[src/rtl/axis_stall_deadlock_detector.sv]
// Per-region deadlock detector: flags a deadlock when one nonzero blocked-channel set persists unchanged
// while the kernel is not fully idle. Optional DEADLOCK_REPORT_EN adds a simulation-only report and sticky flag.
module axis_stall_deadlock_detector #(
    parameter int NUM_AXIS        = 3,
    parameter int NUM_INST        = 3,
    parameter int NUM_IBLK        = 1,
    parameter int STALL_THRESHOLD = 16,
    parameter int CNT_W           = 16
) (
    input  logic                         ap_clk,
    input  logic                         ap_rst_n,
    input  logic [NUM_AXIS-1:0]          axis_block_sigs,
    input  logic [NUM_INST-1:0]          inst_idle_sigs,
    input  logic [NUM_IBLK-1:0]          inst_block_sigs,
    input  logic                         clear,
    output logic                         block,
    output logic [NUM_AXIS+NUM_IBLK-1:0] block_vec,
    output logic [CNT_W-1:0]             stall_cnt,
    output logic [CNT_W-1:0]             event_cnt
);

    localparam int              VEC_W  = NUM_AXIS + NUM_IBLK;
    localparam logic [CNT_W-1:0] THRESH = CNT_W'(STALL_THRESHOLD);
    localparam logic [CNT_W-1:0] ONE    = {{(CNT_W-1){1'b0}}, 1'b1};

    typedef enum logic [1:0] {
        ST_IDLE    = 2'd0,
        ST_WATCH   = 2'd1,
        ST_BLOCKED = 2'd2
    } state_t;

    state_t           state_r;
    logic [VEC_W-1:0] snapshot_r;
    logic [VEC_W-1:0] cur_s;
    logic             stall_s;
    logic             same_s;

    function automatic logic [CNT_W-1:0] sat_inc(input logic [CNT_W-1:0] v);
        return (&v) ? v : v + ONE;
    endfunction

    // A drained kernel (every sub-instance idle) never counts as stalled.
    always_comb begin
        cur_s   = {inst_block_sigs, axis_block_sigs};
        stall_s = (|cur_s) & ~(&inst_idle_sigs);
        same_s  = (cur_s == snapshot_r);
    end

    // Detector state machine with registered outputs; clear acts as a synchronous soft reset.
    always_ff @(posedge ap_clk) begin
        if (!ap_rst_n || clear) begin
            state_r    <= ST_IDLE;
            snapshot_r <= {VEC_W{1'b0}};
            block      <= 1'b0;
            block_vec  <= {VEC_W{1'b0}};
            stall_cnt  <= {CNT_W{1'b0}};
            event_cnt  <= {CNT_W{1'b0}};
        end else begin
            case (state_r)
                ST_IDLE: begin
                    if (stall_s) begin
                        state_r    <= ST_WATCH;
                        snapshot_r <= cur_s;
                        stall_cnt  <= ONE;
                    end else begin
                        stall_cnt  <= {CNT_W{1'b0}};
                    end
                end
                ST_WATCH: begin
                    if (!stall_s) begin
                        state_r    <= ST_IDLE;
                        stall_cnt  <= {CNT_W{1'b0}};
                    end else if (!same_s) begin
                        snapshot_r <= cur_s;
                        stall_cnt  <= ONE;
                    end else if (sat_inc(stall_cnt) == THRESH) begin
                        state_r    <= ST_BLOCKED;
                        block      <= 1'b1;
                        block_vec  <= snapshot_r;
                        event_cnt  <= sat_inc(event_cnt);
                        stall_cnt  <= THRESH;
                    end else begin
                        stall_cnt  <= sat_inc(stall_cnt);
                    end
                end
                ST_BLOCKED: begin
                    if (!stall_s) begin
                        state_r    <= ST_IDLE;
                        block      <= 1'b0;
                        stall_cnt  <= {CNT_W{1'b0}};
                    end else if (!same_s) begin
                        state_r    <= ST_WATCH;
                        block      <= 1'b0;
                        snapshot_r <= cur_s;
                        stall_cnt  <= ONE;
                    end else begin
                        stall_cnt  <= sat_inc(stall_cnt);
                    end
                end
                default: begin
                    state_r    <= ST_IDLE;
                    block      <= 1'b0;
                    stall_cnt  <= {CNT_W{1'b0}};
                end
            endcase
        end
    end

`ifdef DEADLOCK_REPORT_EN
    logic block_d_r;
    logic deadlock_seen_r;

    // Reports each fresh detection once its outputs have settled; deadlock_seen_r stays set until reset.
    always_ff @(posedge ap_clk) begin
        if (!ap_rst_n) begin
            block_d_r       <= 1'b0;
            deadlock_seen_r <= 1'b0;
        end else begin
            block_d_r <= block;
            if (block && !block_d_r) begin
                deadlock_seen_r <= 1'b1;
                $display("[%0t] axis_stall_deadlock_detector: deadlock block_vec=%b event_cnt=%0d",
                         $time, block_vec, event_cnt);
            end else begin
                deadlock_seen_r <= deadlock_seen_r;
            end
        end
    end
`endif

endmodule

[config.mk]
export PLATFORM = sky130hd
export DESIGN_NAME = axis_stall_deadlock_detector
export DESIGN_NICKNAME = d
export VERILOG_FILES = /design/src/rtl/axis_stall_deadlock_detector.sv
export SDC_FILE = /design/constraint.sdc
export NUM_CORES = 1
export LEC_CHECK = 0
export CAP_MARGIN = 20
export CELL_PAD_IN_SITES_DETAIL_PLACEMENT = 1
export CELL_PAD_IN_SITES_GLOBAL_PLACEMENT = 1
export CORE_MARGIN = 4
export CORE_UTILIZATION = 35
export DETAILED_ROUTE_END_ITERATION = 6
export PLACE_DENSITY = 0.82
export SLEW_MARGIN = 20
export SYNTH_ARGS = -nofsm -noshare
export SYNTH_HDL_FRONTEND = slang
export SYNTH_SLANG_ARGS = --single-unit
[constraint.sdc]
create_clock -name ap_clk -period 5.6 [get_ports ap_clk]
set_input_delay 0.56 -clock ap_clk [delete_from_list [all_inputs] [get_ports ap_clk]]
set_output_delay 0.56 -clock ap_clk [all_outputs]
set_load 0.03 [all_outputs]
==> impl_metrics.csv <==
group,metric,value,unit
run_status,status,"complete, no violations",
yosys,synth-xor-area-share,0.0465,
worst_setup_path,ff2ff_setup_slack,2.02,ns
drt,dr.first_iter.drc_count,61,
sta,post-route-period-util,0.640,
yosys,muxShareOfSynthArea,0.0573,
global_routing,grt_use_met3,0.0340,
global_routing,grt_pass1_wl,12000,um
sta,worst_slew_pin_slew,0.754,ns
floorplanning,die-area,8390,um^2
cells_and_area,layout.nets,348,
sta,setup-violations-final,0,
job,maxCapViolations,0,
pwr,cellLeakagePower,1.01,nW
yosys,syn_inst,292,
floorplanning,start_util,0.360,
sta,slew_viol_final,0,
worst_setup_path,worstReg2RegEnd,"event_cnt[5]$_SDFFE_PP0P_",
cts,htree_num_levels,2,
global_routing,use_met2,0.292,
worst_setup_path,reg2reg_depth,8,
sta,post-route-min-period,3.58,ns
cts,cts_sinks,43,
global_routing,gr-usage-met1,0.215,
yosys,synth-simple-area-share,0.313,
cells_and_area,finish.utilization,0.453,
cts,clockBufferDepth,2,
cells_and_area,synthToLayoutAreaGrowth,25.8,%
yosys,ys_ff_latch,43,
global_routing,antenna_found_initial,0,
sta,setup_tns,0,ns
cells_and_area,final_area,3080,um^2
worst_setup_path,cp.arrival,3.81,ns
hold_path,hold_path_depth,2,
worst_setup_path,start_kind,"flip-flop",
pwr,p_total,0.000591,W
floorplanning,die_x,91.6,um
worst_setup_path,critPathMaxStageDelay,0.65,ns
drt,drt_pass1_iterations,4,
yosys,synth_compound_area_frac,0.155,
drt,viasPerCell,5.57,
pwr,max-vdd-ir-drop,0.0890,mV
global_routing,track_usage,0.169,
worst_setup_path,critPathTopFamily,"simple AND/OR/NAND/NOR gates",
cts,ctsHoldBuffers,0,
worst_setup_path,rr_startpoint,"stall_cnt[0]$_SDFF_PP0_",
hold_path,worst_hold_path_type,"flip-flop to flip-flop",
place,hpwl,5020,um
worst_setup_path,path_buf_inv,0,
drt,wirelength,6720,um
worst_setup_path,cp.required,5.82,ns
worst_setup_path,path_class,"flip-flop to flip-flop",
yosys,avgSynthCellArea,8.38,um^2
cells_and_area,drive_gt1_frac,0.0542,
worst_setup_path,crit_path_end_kind,"flip-flop",
hold_path,hold_start,"block_vec[1]$_SDFFE_PP0P_",
worst_setup_path,critical-path-slowest-cell,"or4_1",
yosys,synthesis.nets,308,
cts,clk_latency,0.29,ns
cts,cts.clk_slew.worst_paths,0.08,ns
sta,timing.final.hold_violations,0,
place,portBuffers,46,
worst_setup_path,critPathMaxFanout,20,
cells_and_area,antenna_cells,0,
sta,whs,0.495,ns
sta,max-slew-margin-rel,0.491,
yosys,synth_top_family_by_area,"simple AND/OR/NAND/NOR gates",
yosys,synth_area,2450,um^2
sta,skew,0.00829,ns
sta,rsz0062_at_grt,"false",
cts,cts_buffers,5,
global_routing,grt_max_degree,29,
yosys,seq_area_frac_synth,0.352,
global_routing,grt_overflow_total,0,
cts,tritoncts,"built",
yosys,synth_edf_count,0,
pwr,cellPowerDensity,192,nW/um^2
floorplanning,io_pins,47,
cts,root_buffer,"clkbuf_8",
cts,ctsResizeCount,0,
yosys,synth-adder-area-share,0.0307,
drt,drcViolationCount,0,
global_routing,grt_pass1_vias,2538,
drt,wl_per_cell,15.7,um
place,postPlaceCellArea,2970,um^2
place,gp_congestion,0.834,
yosys,async_reset_ff_frac,0,
floorplanning,core,6790,um^2
floorplanning,std_cell_rows,30,
cts,post_cts_buffers,0,
yosys,synth_cell_types,49,
global_routing,busiest_layer,"met2",
drt,vias,2382,
hold_path,worstHoldEndpoint,"block_vec[1]$_SDFFE_PP0P_",
floorplanning,die_y,91.6,um
sta,fmax,0.279,GHz
yosys,synth_flop_cell,"dfxtp_1",
worst_setup_path,path_cells,"ha_1 -> nand4_1 -> a211oi_1 -> o221ai_1 -> a221oi_2 -> nand3_1 -> or4_1 -> a21oi_1",
yosys,ys_warn_count,0,
drt,drtAntennaViolNets,0,
-- area by class of cell --
class | instances | area (um^2)
tap | 96 | 120
inverter | 11 | 41.3
timing repair buffer | 48 | 475
sequential | 43 | 861
multi-input combinational | 223 | 1470
clock inverter | 2 | 37.5
clock buffer | 5 | 68.8
fill | 811 | 3720
-- power breakdown --
part           internal, W  switching [W]  total [W]  leakage (nW)
Clock             0.000130       0.000106   0.000237        0.0502
Sequential        0.000308     0.00000295   0.000311         0.347
Combinational    0.0000188      0.0000248  0.0000436         0.612
-- logic make-up (layout without fill, tap and decap cells) --
family | after synthesis | count (layout)
flip-flops | 43 | 43
multiplexers | 14 | 14
buffers and inverters | 26 | 66
XOR/XNOR | 13 | 13
AO/OA/AOI/OAI | 55 | 55
adder cells (fa/ha/maj) | 6 | 6
AND/OR/NAND/NOR | 135 | 135
-- synthesized netlist by cell type (2+ instances only) --
master	n	area share
nor4_1	5	0.013
clkbuf_1	4	0.0061
nor2b_1	2	0.0051
or4_1	8	0.025
a211oi_1	5	0.015
o211ai_1	4	0.012
inv_1	11	0.017
and2_1	5	0.013
nor2_1	27	0.041
and4_1	3	0.011
nand3_1	19	0.039
xor2_1	9	0.032
o31ai_1	3	0.0092
and3_1	5	0.013
a21oi_1	18	0.037
a211o_1	2	0.0072
a21o_1	3	0.0092
xnor2_1	4	0.014
nor4_2	3	0.015
dfxtp_1	43	0.35
nand4_1	10	0.026
buf_2	11	0.023
ha_1	6	0.031
a311oi_1	2	0.0072
o21ai_0	5	0.010
mux2i_1	14	0.057
nor3_1	17	0.035
or3_1	4	0.010
nand2_1	19	0.029
nand2b_1	2	0.0051
-- sequential cells by signal, indices dropped and copies added (netlist names) --
register    cells
event_cnt      16
state_r         2
snapshot_r      4
block           1
stall_cnt      16
block_vec       4
-- worst max path at each step --
stage | from | depth (start not counted) | endpoint
2_1_floorplan | stall_cnt[0]$_SDFF_PP0_ | 10 | event_cnt[15]$_SDFFE_PP0P_
3_3_place_gp | axis_block_sigs[2] | 8 | event_cnt[5]$_SDFFE_PP0P_
3_5_place_dp | axis_block_sigs[2] | 8 | event_cnt[5]$_SDFFE_PP0P_
4_1_cts | stall_cnt[0]$_SDFF_PP0_ | 9 | event_cnt[5]$_SDFFE_PP0P_
5_1_grt | stall_cnt[0]$_SDFF_PP0_ | 9 | event_cnt[5]$_SDFFE_PP0P_
6_report | stall_cnt[0]$_SDFF_PP0_ | 8 | event_cnt[5]$_SDFFE_PP0P_
-- layout by cell type, fill, tap and decap left out, types with 2 or more instances in the layout --
master and n:
o211ai_1 4, o31ai_1 3, a211oi_1 5, xor2_1 9, a21o_1 3, nand4_1 10
nand2b_1 2, o21ai_0 5, and3_1 5, buf_4 2, mux2i_1 14, nor4_1 5
nor2_1 27, and4_1 3, clkbuf_8 5, nor3_1 17, clkdlybuf4s50_1 46, xnor2_1 4
nor4_2 3, and2_1 5, a21oi_1 18, a211o_1 2, nor2b_1 2, or3_1 4
a311oi_1 2, inv_1 11, dfxtp_1 43, ha_1 6, nand2_1 19, nand3_1 19
or4_1 8
-- per-layer routing --
metal / vias to the layer above / share of wire
met1: 1166 / 0.46
met5: - / 0
met3: 9 / 0.040
li1: 1158 / -
met4: 0 / 0.0085
met2: 49 / 0.49
-- per-stage QoR --
stage | cells | setup slack, ns
after floorplan | 292 | 2.76
after global placement | 420 | 1.98
after detailed placement | 421 | 1.83
after CTS | 428 | 2.01
after global routing | 428 | 1.63
final | 428 | 2.02
-- worst register-to-register path: cells and delay by family, from the launching register on --
kind / cells / cell delay [ns]
simple gates: 3 / 1.55
compound gates: 4 / 1.21
fa+ha+maj: 1 / 0.31
flops: 1 / 0.45
Note: power is estimated with default switching activity, not from simulation.
